### src/rtl/mem_bus_ctrl_pkg.sv
// Shared types, opcode constants and access-size helpers for the
// memory-access stage of the five-stage MIPS pipeline.
package mem_bus_ctrl_pkg;

  // Datapath widths (AluOpBus / RegBus in the legacy defines)
  localparam int ALU_OP_W = 8;
  localparam int REG_W    = 32;

  typedef logic [ALU_OP_W-1:0] alu_op_t;
  typedef logic [REG_W-1:0]    reg_t;

  // MemStateBus and its encodings
  typedef logic [1:0] mem_state_t;
  localparam mem_state_t ST_IDLE = 2'd0;
  localparam mem_state_t ST_BUSY = 2'd1;
  localparam mem_state_t ST_DONE = 2'd2;

  // Load/store opcodes issued by the execute stage
  localparam alu_op_t EXE_LB_OP  = 8'b1110_0000;
  localparam alu_op_t EXE_LH_OP  = 8'b1110_0001;
  localparam alu_op_t EXE_LW_OP  = 8'b1110_0011;
  localparam alu_op_t EXE_LBU_OP = 8'b1110_0100;
  localparam alu_op_t EXE_LHU_OP = 8'b1110_0101;
  localparam alu_op_t EXE_SB_OP  = 8'b1110_1000;
  localparam alu_op_t EXE_SH_OP  = 8'b1110_1001;
  localparam alu_op_t EXE_SW_OP  = 8'b1110_1011;

  // Width of a memory access; ACC_NONE marks a non-memory opcode
  typedef enum logic [1:0] {
    ACC_NONE = 2'd0,
    ACC_BYTE = 2'd1,
    ACC_HALF = 2'd2,
    ACC_WORD = 2'd3
  } acc_size_e;

  function automatic acc_size_e op_size(input alu_op_t op);
    acc_size_e sz;
    case (op)
      EXE_LB_OP, EXE_LBU_OP, EXE_SB_OP: sz = ACC_BYTE;
      EXE_LH_OP, EXE_LHU_OP, EXE_SH_OP: sz = ACC_HALF;
      EXE_LW_OP, EXE_SW_OP:             sz = ACC_WORD;
      default:                          sz = ACC_NONE;
    endcase
    return sz;
  endfunction

  function automatic logic op_is_load(input alu_op_t op);
    return (op == EXE_LB_OP)  || (op == EXE_LBU_OP) ||
           (op == EXE_LH_OP)  || (op == EXE_LHU_OP) ||
           (op == EXE_LW_OP);
  endfunction

  // Only LB and LH sign-extend; LBU/LHU zero-extend
  function automatic logic op_is_signed(input alu_op_t op);
    return (op == EXE_LB_OP) || (op == EXE_LH_OP);
  endfunction

endpackage

### src/rtl/mem_bus_ctrl_align.sv
// mem_align: purely combinational lane logic for the memory stage.
// Request side builds byte enables, replicated store data and the
// misalignment flag; response side extracts and extends load data.
// Byte order is big-endian: addr[1:0] == 0 selects lane [31:24].
module mem_align
  import mem_bus_ctrl_pkg::*;
(
  input  alu_op_t    req_op_i,
  input  logic [1:0] req_addr_lo_i,
  input  reg_t       store_data_i,
  output logic       is_mem_o,
  output logic       is_load_o,
  output logic       misaligned_o,
  output logic [3:0] sel_o,
  output reg_t       wdata_o,
  input  alu_op_t    rsp_op_i,
  input  logic [1:0] rsp_addr_lo_i,
  input  reg_t       load_data_i,
  output reg_t       load_result_o
);

  logic [7:0]  ld_byte;
  logic [15:0] ld_half;
  logic        ld_signed;

  // Request side: lane enables, store replication and alignment check
  always_comb begin
    is_mem_o     = 1'b0;
    is_load_o    = op_is_load(req_op_i);
    misaligned_o = 1'b0;
    sel_o        = 4'b0000;
    wdata_o      = store_data_i;
    case (op_size(req_op_i))
      ACC_BYTE: begin
        is_mem_o = 1'b1;
        sel_o    = 4'b1000 >> req_addr_lo_i;
        wdata_o  = {4{store_data_i[7:0]}};
      end
      ACC_HALF: begin
        is_mem_o     = 1'b1;
        sel_o        = req_addr_lo_i[1] ? 4'b0011 : 4'b1100;
        wdata_o      = {2{store_data_i[15:0]}};
        misaligned_o = req_addr_lo_i[0];
      end
      ACC_WORD: begin
        is_mem_o     = 1'b1;
        sel_o        = 4'b1111;
        wdata_o      = store_data_i;
        misaligned_o = |req_addr_lo_i;
      end
      default: begin
        is_mem_o = 1'b0;
      end
    endcase
  end

  // Response side: pick the addressed lane and extend it to 32 bits
  always_comb begin
    ld_signed = op_is_signed(rsp_op_i);
    case (rsp_addr_lo_i)
      2'd0:    ld_byte = load_data_i[31:24];
      2'd1:    ld_byte = load_data_i[23:16];
      2'd2:    ld_byte = load_data_i[15:8];
      default: ld_byte = load_data_i[7:0];
    endcase
    ld_half = rsp_addr_lo_i[1] ? load_data_i[15:0] : load_data_i[31:16];
    case (op_size(rsp_op_i))
      ACC_BYTE: load_result_o = {{24{ld_signed & ld_byte[7]}}, ld_byte};
      ACC_HALF: load_result_o = {{16{ld_signed & ld_half[15]}}, ld_half};
      ACC_WORD: load_result_o = load_data_i;
      default:  load_result_o = '0;
    endcase
  end

endmodule

### src/rtl/mem_bus_ctrl.sv
// mem_bus_ctrl: memory-access stage. Runs one request/acknowledge bus
// transaction per aligned load/store, stalls the pipeline until it
// completes, and aborts a transaction that waits TIMEOUT cycles.
module mem_bus_ctrl
  import mem_bus_ctrl_pkg::*;
#(
  parameter int TIMEOUT = 16
)
(
  input  logic                clk,
  input  logic                rst,
  input  logic [ALU_OP_W-1:0] aluop_i,
  input  logic [31:0]         mem_addr_i,
  input  logic [31:0]         reg2_i,
  input  logic [4:0]          wd_i,
  input  logic                wreg_i,
  input  logic [31:0]         wdata_i,
  output logic [4:0]          wd_o,
  output logic                wreg_o,
  output logic [31:0]         wdata_o,
  output logic                stallreq_o,
  output logic                bus_req_o,
  output logic                bus_we_o,
  output logic [31:0]         bus_addr_o,
  output logic [3:0]          bus_sel_o,
  output logic [31:0]         bus_wdata_o,
  input  logic                bus_ack_i,
  input  logic [31:0]         bus_rdata_i,
  output logic                err_o
);

  // Counter value seen in the last permitted BUSY cycle
  localparam logic [7:0] TIMEOUT_LAST = 8'(TIMEOUT - 1);

  mem_state_t state_q, state_d;
  logic [7:0] cnt_q, cnt_d;
  logic       abort_q, abort_d;
  reg_t       addr_q, addr_d;
  logic [3:0] sel_q, sel_d;
  logic       we_q, we_d;
  reg_t       wdata_q, wdata_d;
  reg_t       rdata_q, rdata_d;
  alu_op_t    op_q, op_d;

  logic       is_mem;
  logic       is_load;
  logic       misaligned;
  logic [3:0] req_sel;
  reg_t       req_wdata;
  reg_t       load_result;

  mem_align u_align (
    .req_op_i      (aluop_i),
    .req_addr_lo_i (mem_addr_i[1:0]),
    .store_data_i  (reg2_i),
    .is_mem_o      (is_mem),
    .is_load_o     (is_load),
    .misaligned_o  (misaligned),
    .sel_o         (req_sel),
    .wdata_o       (req_wdata),
    .rsp_op_i      (op_q),
    .rsp_addr_lo_i (addr_q[1:0]),
    .load_data_i   (rdata_q),
    .load_result_o (load_result)
  );

  // Next-state logic: latch the request in IDLE, count and wait for ack in BUSY
  always_comb begin
    state_d = state_q;
    cnt_d   = cnt_q;
    abort_d = abort_q;
    addr_d  = addr_q;
    sel_d   = sel_q;
    we_d    = we_q;
    wdata_d = wdata_q;
    rdata_d = rdata_q;
    op_d    = op_q;
    case (state_q)
      ST_IDLE: begin
        if (is_mem && !misaligned) begin
          addr_d  = mem_addr_i;
          sel_d   = req_sel;
          we_d    = ~is_load;
          wdata_d = req_wdata;
          op_d    = aluop_i;
          cnt_d   = 8'd0;
          abort_d = 1'b0;
          state_d = ST_BUSY;
        end
      end
      ST_BUSY: begin
        if (bus_ack_i) begin
          rdata_d = bus_rdata_i;
          cnt_d   = 8'd0;
          state_d = ST_DONE;
        end else if (cnt_q == TIMEOUT_LAST) begin
          abort_d = 1'b1;
          cnt_d   = 8'd0;
          state_d = ST_DONE;
        end else begin
          cnt_d = cnt_q + 8'd1;
        end
      end
      ST_DONE: begin
        abort_d = 1'b0;
        state_d = ST_IDLE;
      end
      default: begin
        state_d = ST_IDLE;
      end
    endcase
  end

  // State and request registers; reset aborts any transaction in flight
  always_ff @(posedge clk or posedge rst) begin
    if (rst) begin
      state_q <= ST_IDLE;
      cnt_q   <= 8'd0;
      abort_q <= 1'b0;
      addr_q  <= '0;
      sel_q   <= 4'b0000;
      we_q    <= 1'b0;
      wdata_q <= '0;
      rdata_q <= '0;
      op_q    <= '0;
    end else begin
      state_q <= state_d;
      cnt_q   <= cnt_d;
      abort_q <= abort_d;
      addr_q  <= addr_d;
      sel_q   <= sel_d;
      we_q    <= we_d;
      wdata_q <= wdata_d;
      rdata_q <= rdata_d;
      op_q    <= op_d;
    end
  end

  // Output decode; everything is forced low while reset is held
  always_comb begin
    wd_o        = '0;
    wreg_o      = 1'b0;
    wdata_o     = '0;
    stallreq_o  = 1'b0;
    bus_req_o   = 1'b0;
    bus_we_o    = 1'b0;
    bus_addr_o  = '0;
    bus_sel_o   = 4'b0000;
    bus_wdata_o = '0;
    err_o       = 1'b0;
    if (!rst) begin
      wd_o = wd_i;
      case (state_q)
        ST_IDLE: begin
          if (!is_mem) begin
            wreg_o  = wreg_i;
            wdata_o = wdata_i;
          end else if (misaligned) begin
            err_o = 1'b1;
          end else begin
            stallreq_o = 1'b1;
          end
        end
        ST_BUSY: begin
          stallreq_o  = 1'b1;
          bus_req_o   = 1'b1;
          bus_we_o    = we_q;
          bus_addr_o  = {addr_q[31:2], 2'b00};
          bus_sel_o   = sel_q;
          bus_wdata_o = wdata_q;
        end
        ST_DONE: begin
          if (abort_q) begin
            err_o = 1'b1;
          end else if (op_is_load(op_q)) begin
            wreg_o  = wreg_i;
            wdata_o = load_result;
          end
        end
        default: begin
          wd_o = wd_i;
        end
      endcase
    end
  end

endmodule

### config.mk
export PLATFORM = sky130hd
export DESIGN_NAME = mem_bus_ctrl
export DESIGN_NICKNAME = d
export VERILOG_FILES = /design/src/rtl/mem_bus_ctrl_pkg.sv /design/src/rtl/mem_bus_ctrl_align.sv /design/src/rtl/mem_bus_ctrl.sv
export SDC_FILE = /design/constraint.sdc
export NUM_CORES = 1
export LEC_CHECK = 0
export BUFFER_PORTS_ARGS = -buffer_cell sky130_fd_sc_hd__clkbuf_2
export CORE_ASPECT_RATIO = 0.7
export CORE_MARGIN = 1
export CORE_UTILIZATION = 25
export CTS_BUF_LIST = sky130_fd_sc_hd__clkbuf_8
export DETAILED_ROUTE_END_ITERATION = 8
export GPL_TIMING_DRIVEN = 0
export PLACE_DENSITY = 0.44
export SLEW_MARGIN = 20
export SYNTH_ARGS = -nofsm -noshare
export SYNTH_HDL_FRONTEND = slang
export SYNTH_SLANG_ARGS = --single-unit
### constraint.sdc
create_clock -name clk -period 5.4 [get_ports clk]
set_input_delay 0.81 -clock clk [delete_from_list [all_inputs] [get_ports clk]]
set_output_delay 0.81 -clock clk [all_outputs]
set_load 0.01 [all_outputs]
After elaboration in Yosys (flattened, before gate mapping)
Cells that the tools add are included.
{"block": "word_totals", "reg_bits": 120, "inputBits": 145, "out_inout_bits": 110}
{"block": "classes", "addsub": 1, "n_eq_ne": 31, "shifts": 1, "n_mux": 52, "bitwise_logic": 3, "reduce_logical": 28}
{"op": "$mux 32", "n": 8}
{"op": "$eq 8x8->1 const B", "n": 16}
{"op": "$pmux 32 s2", "n": 2}
{"op": "$pmux 32 s3", "n": 1}
{"op": "$mux 8", "n": 3}
{"op": "$pmux 8 s3", "n": 1}
{"op": "$mux 1", "n": 19}
{"op": "$mux 16", "n": 1}
{"op": "$pmux 8 s2", "n": 1}
{"op": "$reduce_or 3->1", "n": 5}
{"op": "$eq 2x2->1 const B", "n": 6}
{"op": "$mux 4", "n": 3}
{"op": "$pmux 2 s3", "n": 2}
{"op": "$pmux 4 s3", "n": 1}
{"op": "$logic_or 1x1->1", "n": 9}
{"op": "$add 8x1->8 const B", "n": 1}
{"op": "$eq 2x1->1 const B", "n": 4}
{"op": "$eq 8x4->1 const B", "n": 1}
{"op": "$pmux 1 s2", "n": 4}
{"op": "$reduce_and 2->1", "n": 4}
{"op": "$mux 2", "n": 3}
{"op": "$ne 2x2->1 const B", "n": 3}
{"op": "$reduce_or 2->1", "n": 3}
{"op": "$mux 5", "n": 1}
{"op": "other kinds (12)", "n": 14}

Longest topological paths before layout
Gate-level depths: netlist of run 1.
{"block": "logic_depth", "ltp_word": 9, "depth_mapped": 11, "mapped_depth_nobuf": 9}

Hierarchy
A second synthesis of run 1 with hierarchy kept.
{"block": "hier_totals", "cells_unflattened": 825, "hier_area_um2": 7170.6}
{"mod": "mem_bus_ctrl", "instances": 1, "cells_per_inst": 627, "area_per_inst_um2": 5791.8, "seq_area_each_um2": 3002.9}
{"mod": "mem_align", "instances": 1, "cells_per_inst": 198, "area_per_inst_um2": 1378.8, "seq_area_each_um2": 0.0}

Least setup slack after synthesis of run 1
No wires, ideal clock.
{"block": "synth_timing", "path_kind": "input to output", "startpoint": "input port rst", "endpoint": "output port wdata_o[21]", "arrival_ps": 4254, "required_time_ps": 4590, "setup_slack_ps": 336, "cell_stages": 6, "path_cell_list": "inv_1 > and2_1 > buf_2 > buf_2 > nand2_1 > o21ai_0"}
{"block": "synth_between", "elab_chain_cells": 1}
{"element": "from (decl)", "line": "mem_bus_ctrl.sv:11", "rtl": "input logic rst,"}
{"element": "$mux 32", "line": "mem_bus_ctrl.sv:151", "rtl": "if (!rst) begin"}
{"element": "to (decl)", "line": "mem_bus_ctrl.sv:20", "rtl": "output logic [31:0] wdata_o,"}
No other way between the ends.

Worst setup path in the final report of run 1
{"block": "layout_timing", "startpoint": "input port aluop_i[3]", "endpoint": "output port stallreq_o"}
{"block": "layout_between", "elab_chain_cells": 9}
{"element": "from (decl)", "line": "mem_bus_ctrl.sv:12", "rtl": "input logic [ALU_OP_W-1:0] aluop_i,"}
{"element": "$eq 8x8->1", "line": "mem_bus_ctrl_pkg.sv:38", "rtl": "case (op)"}
{"element": "$reduce_or 3->1 / $reduce_or 2->1 (equally long branches)", "line": "mem_bus_ctrl_pkg.sv:38"}
{"element": "$pmux 2 s3 (*)", "line": "mem_bus_ctrl_pkg.sv:38"}
{"element": "$eq 2x2->1 / $eq 2x1->1 (equally long branches)", "line": "mem_bus_ctrl_align.sv:33", "rtl": "case (op_size(req_op_i))"}
{"element": "$pmux 1 s2 / $reduce_or 3->1 (equally long branches)"}
{"element": "$mux 1, on equally long branches", "line": "mem_bus_ctrl.sv:158, mem_bus_ctrl_align.sv:33"}
{"element": "$mux 1 (*)", "line": "mem_bus_ctrl.sv:155", "rtl": "if (!is_mem) begin"}
{"element": "$pmux 1 s2 (*)", "line": "mem_bus_ctrl.sv:153", "rtl": "case (state_q)"}
{"element": "$mux 1 (*)", "line": "mem_bus_ctrl.sv:151"}
{"element": "to (decl)", "line": "mem_bus_ctrl.sv:21", "rtl": "output logic stallreq_o,"}
Mark *: on every way between the ends. The rest lies on a longest branch, timed or not.

==> results of run 1 <==
-- cell type report --
class | count | area share, %
clock buffer | 18 | 2.73
buffer | 55 | 2.98
tap | 364 | 5.03
clock inverter | 14 | 2.17
inverter | 16 | 0.746
multi-input combinational | 481 | 39.0
sequential | 120 | 33.1
timing repair buffer | 252 | 14.2
antenna | 1 | 0.0276
-- cell usage in the layout (no fill, tap or decap), types with 5 or more instances in the layout --
cell type	n
o21ai_0	85
mux4_2	5
a211oi_1	8
dfrtp_1	120
mux2i_1	11
nand3_1	8
mux2_2	91
nand2_1	56
nor2b_1	11
ha_1	5
inv_1	16
clkbuf_2	251
a21oi_1	10
o211ai_1	9
clkbuf_8	18
clkbuf_1	28
buf_2	15
buf_4	6
and2_1	70
a22oi_1	30
nor2_1	9
-- per-stage QoR --
step	power, mW	setup TNS, ns	hold WS (ns)	std cells
after global placement	2.08	-126.39	0.472	1287
final	3.01	0	0.385	1321
after floorplan	1.81	0	0.449	672
after CTS	3.05	0	0.360	1320
after detailed placement	2.09	0	0.476	1288
after global routing	3.21	0	0.390	1320
-- power groups by stage --
| stage | clock [mW] | combinational [mW] | sequential [mW] |
|---|---|---|---|
| 3_3_place_gp | 0 | 0.764 | 1.31 |
| 6_report | 0.936 | 0.771 | 1.30 |
| 2_1_floorplan | 0 | 0.564 | 1.25 |
| 5_1_grt | 1.02 | 0.858 | 1.34 |
| 4_1_cts | 0.976 | 0.778 | 1.30 |
| 3_5_place_dp | 0 | 0.776 | 1.31 |
-- sequential cells by signal (all words and copies together) (netlist names) --
name     cells
wdata_q     32
we_q         1
abort_q      1
rdata_q     32
addr_q      32
sel_q        4
op_q         8
state_q      2
cnt_q        8
-- layer usage --
layer  up-vias  global-route usage [%]  routed length (um)
li1       2969                       -                   -
met1      3025                    25.9               12000
met2       160                    23.5                9690
met3        12                    4.50                1350
met4         0                    3.90                 240
met5         -                       0                   0
-- cell families (layout without fill, tap and decap cells) --
| logic type | after synthesis | in the layout | synth area share (%) |
|---|---|---|---|
| other | 1 | 3 | 0.0547 |
| xor gates and xnor gates | 1 | 1 | 0.128 |
| muxes | 107 | 107 | 18.2 |
| DFF | 120 | 120 | 43.8 |
| adders and majority gates | 5 | 5 | 0.912 |
| buffers and inverters | 71 | 355 | 4.81 |
| AOI/OAI and AO/OA | 174 | 174 | 16.0 |
| and+or+nand+nor | 192 | 192 | 16.1 |
-- final timing paths --
check / to / startpoint
worst min register to register: op_q[6] / op_q[6]
worst max register to register: wdata_q[22] / state_q[0]
worst max-delay path: stallreq_o / aluop_i[3]
max in group asynchronous: addr_q[7] / rst
min in group clk: op_q[6] / op_q[6]
worst min-delay path: addr_q[0] / rst
==> impl_metrics.yaml, run 1 <==
setup_path:
  r2r_slack_ns: 3.32
  critical_path_buf_inv_count: 5
  crit_path_start_kind: "primary input"
  crit_path_top_delay_cell: "o21ai_0"
  cp_top_family: "buffers and inverters"
  max_stage_delay_ns: 0.36
  worst-path-stages: 12
  cp.required_ns: 4.59
  worst-path-max-fanout: 10
  criticalPathCategory: "primary input to output port"
  cp_cell_sequence: "clkbuf_2 -> o21ai_0 -> nand3_1 -> inv_1 -> ha_1 -> o21ai_1 -> a31oi_1 -> or2_1 -> buf_2 -> buf_2 -> a21oi_1 -> clkbuf_2"
  worstPathArrival_ns: 3.36
  r2r_cells: 7
  end_kind: "output port"
floorplan:
  die_width_um: 200
  fp.dieH_um: 141
  io_pins: 255
  die-area_sq_mm: 0.0281
  core_sq_mm: 0.0268
  start_util_pct: 25.6
  rows: 50
placed_design:
  placed_cell_area_sq_mm: 0.00861
  place_hpwl_mm: 17.8
  globalplace.congestion: 0.763
  dp_slack_ns: 1.19
  port_buffers: 251
routing:
  avgViaCountPerCell: 4.67
  wl_per_cell_um: 17.6
  dr.pass1.iters: 5
  vias: 6166
  wl_mm: 23.3
  antenna_left: 0
  drc: 0
  drt_iter0_drc: 332
hold_path:
  worstHoldPathType: "primary input to asynchronous set/reset pin"
sta:
  worst-slew-pin-transition_ns: 0.807
  clock_skew_ns: 0.00851
  timing.final.ws_setup_ns: 1.23
  period_share_pct: 77.3
  hold_viol: 0
  setup_violations: 0
  clock.fmax_mhz: 240
  rsz0062_at_grt: "no"
  slew_violations: 0
  min_period_ns: 4.17
  maxSlewHeadroom_pct: 46.2
cells_and_area:
  multi_input_area_sq_mm: 0.00353
  design_area_sq_mm: 0.00906
  area_growth_pct: 32.0
  drive_gt1_share_pct: 43.4
  nets: 1093
  seq_area_sq_mm: 0.00300
  fillCellCount: 2856
  finish.utilization_pct: 33.8
grt:
  grt_pass1_vias: 6126
  grt_overflow_total: 0
  grt_max_degree: 91
  grt_pass1_wl_mm: 35.8
  groute.usage.overall_pct: 17.0
  antenna_found_initial: 1
clock_network:
  clk_pin_slew_ns: 0.08
  cts.hold.buffers_added: 0
  cts.sinks: 120
  cts_inserted_buffers: 17
  cts-htree-levels: 4
  cts_root_buf: "clkbuf_8"
  cts_resized: 0
  cts_tree: "yes"
  clockBufferDepth: 2
  cts_setup_buffers: 0
  worst_skew_pair.late_latency_ns: 0.44
logic_synthesis:
  synth-edff-count: 0
  synth_area_leaders: "dfrtp_1 44%, mux2_2 15%, and2_1 6.4%, o21ai_0 6.2%, a22oi_1 3.3%"
  syn_area_sq_mm: 0.00686
  synthArstFlopShare_pct: 100
  synth_common_cells: "120 x dfrtp_1, 91 x mux2_2, 85 x o21ai_0"
  synth_area_leader_cell: "dfrtp_1"
  ys_seq_elements: 120
  synth.yosys.seq_area_share_pct: 43.8
  yosys.area.top_type_share_pct: 43.8
  synth_most_common_cell: "dfrtp_1"
  synth_cell_types: 63
  synthCells: 671
  synth_flop_cell: "dfrtp_1"
  synth_area_per_cell_sq_um: 10.2
  yosysWarnings: 0
power_and_ir_drop:
  p_seq_share_pct: 43.2
  intPower_mw: 2.04
  pwr-share-comb_pct: 25.6
  ir_worst_vdd_v: 0.000150
  switchingPower_mw: 0.963
  swShare_pct: 32.0
  p_leak_nw: 4.26
  pwr_density_cell_mw_per_mm2: 332
  clock_power_share_pct: 31.1
flow_run:
  maxCapViolCount: 0
status:
  outcome: "completed"
Note: power is estimated with default switching activity, not from simulation.
==> run 2, diff against run 1 <==
clock period = 4.38 ns   (was 5.4 ns; I/O delays follow)
==> run 2 against run 1 <==
Compared with the run above: register-to-register slack got worse by 1.0 ns; combinational power grew 24%; highest routed layer unchanged; sequential cell count unchanged; global-route usage hardly changed; final area is essentially flat; sequential power rose by 23%; via count is 0.19% higher; wire length grew 0.54%; critical endpoint is now wdata_o[24]; final cell count stayed put; largest cell class unchanged; sequential share of layout area about the same; largest power group unchanged.
==> impl_metrics.yaml, run 2 (synthesis gave the netlist of run 1 again) <==
setup_path:
  r2r_end: "wdata_q[21]"
  max_stage_delay_ns: 0.54
  worst-path-max-fanout: 10
  end_kind: "output port"
  r2r_cells: 7
  crit_path_start_kind: "primary input"
  r2r-start: "state_q[0]"
  cp.required_ns: 3.72
  worstPathArrival_ns: 3.19
  crit_path_top_delay_cell: "nor3b_2"
  cp_cell_sequence: "clkbuf_2 -> nand2_1 -> nor2_1 -> o21ai_0 -> ha_1 -> nor3b_2 -> and2_1 -> buf_2 -> buf_2 -> nand2_1 -> o21ai_0 -> clkbuf_2"
  criticalPathCategory: "primary input to output port"
  r2r_slack_ns: 2.30
cells_and_area:
  finish.utilization_pct: 33.7
  area_growth_pct: 32.0
  final_common_cell: "clkbuf_2"
  multi_input_area_sq_mm: 0.00353
  final_cell_mix: "251 x clkbuf_2, 120 x dfrtp_1, 91 x mux2_2, 85 x o21ai_0, 70 x and2_1"
  layout.cells.non_filler: 1321
  nets: 1096
  fillCellCount: 2822
  top_regs: "addr_q: 32 flops, rdata_q: 32 flops, wdata_q: 32 flops"
  seq_area_sq_mm: 0.00300
  drive_gt1_share_pct: 43.4
hold_path:
  worstHoldPathType: "primary input to asynchronous set/reset pin"
floorplan:
  io_pins: 255
  fp.dieH_um: 141
  rows: 50
  die_width_um: 200
  start_util_pct: 25.6
  core_sq_mm: 0.0268
  die-area_sq_mm: 0.0281
sta:
  min_period_ns: 3.85
  clock_skew_ns: 0.00947
  clock.fmax_mhz: 260
  period_share_pct: 87.9
  hold_viol: 0
  slew_violations: 0
  rsz0062_at_grt: "no"
  worst-slew-pin-transition_ns: 0.782
  maxSlewHeadroom_pct: 47.9
  setup_violations: 0
  timing.final.ws_setup_ns: 0.530
clock_network:
  cts_inserted_buffers: 17
  cts_tree: "yes"
  clockBufferDepth: 2
  cts-htree-levels: 4
  cts_setup_buffers: 0
  cts.hold.buffers_added: 0
  worst_skew_pair.late_latency_ns: 0.46
  cts.sinks: 120
  cts_resized: 0
  clk_pin_slew_ns: 0.07
  cts_root_buf: "clkbuf_8"
placed_design:
  dpl.cell_count: 1291
  globalplace.congestion: 0.771
  dp_slack_ns: 0.526
  place_hpwl_mm: 18.0
  port_buffers: 251
power_and_ir_drop:
  pwr_density_cell_mw_per_mm2: 400
  ir_worst_vdd_v: 0.000214
  finalPower_mw: 3.62
  p_leak_nw: 4.27
grt:
  antenna_found_initial: 1
  grt_pass1_vias: 6110
  use_met2_pct: 24.0
  grt_overflow_total: 0
  grtUsageMet1_pct: 25.4
  grt_pass1_wl_mm: 35.9
  met3_usage_pct: 4.40
  grt_max_degree: 32
  groute.usage.overall_pct: 17.0
  top_usage_layer: "met1"
routing:
  drc: 0
  dr.pass1.iters: 5
  drt_iter0_drc: 346
  wl_per_cell_um: 17.7
  avgViaCountPerCell: 4.68
  antenna_left: 0
  vias: 6178
  wl_mm: 23.4
status:
  outcome: "completed"
flow_run:
  maxCapViolCount: 0
## run 2: how the worst max path moves through the flow
stage | slack [ns] | end | from | depth (start not counted)
2_1_floorplan | 0.36 | wdata_o[0] | rst | 4
3_3_place_gp | -1.08 | wdata_o[0] | rst | 6
3_5_place_dp | 0.53 | wdata_o[24] | aluop_i[1] | 12
4_1_cts | 0.51 | wdata_o[24] | aluop_i[1] | 12
5_1_grt | 0.24 | wdata_o[24] | aluop_i[0] | 12
6_report | 0.53 | wdata_o[24] | aluop_i[0] | 12
## run 2: layout make-up
class / count / share of cell area [%]
clock inverters: 10 / 1.44
clock buffers: 19 / 2.89
well taps: 364 / 5.03
flip-flops and latches: 120 / 33.2
multi-input cells: 481 / 39.0
diodes: 1 / 0.0276
repair buffers: 255 / 14.8
plain buffers: 55 / 2.98
inverters: 16 / 0.705
## run 2: metrics by stage
step / area, sq um / hold WS (ns) / setup TNS [ns]
after floorplan: 6870 / 0.449 / 0
after global placement: 8580 / 0.472 / -29.74
after detailed placement: 8660 / 0.473 / 0
after CTS: 9050 / 0.203 / 0
after global routing: 9050 / 0.217 / 0
final: 9050 / 0.219 / 0
## run 2: routing by layer
metal  share of wire (%)  up-vias
met5                   0        -
li1                    -     2970
met1                  51     3035
met4                0.82        0
met3                 5.6       14
met2                  42      159
## run 2: power breakdown
group	internal, mW	switching (mW)
sequential	1.40	0.207
combinational	0.489	0.469
clock	0.578	0.484
total	2.46	1.16
## run 2: critical path, delay by kind of cell
| family | cells | cell delay, ns |
|---|---|---|
| AO/OA/AOI/OAI | 2 | 0.40 |
| adder cells (fa/ha/maj) | 1 | 0.37 |
| buffers and inverters | 4 | 0.83 |
| AND/OR/NAND/NOR | 5 | 0.94 |
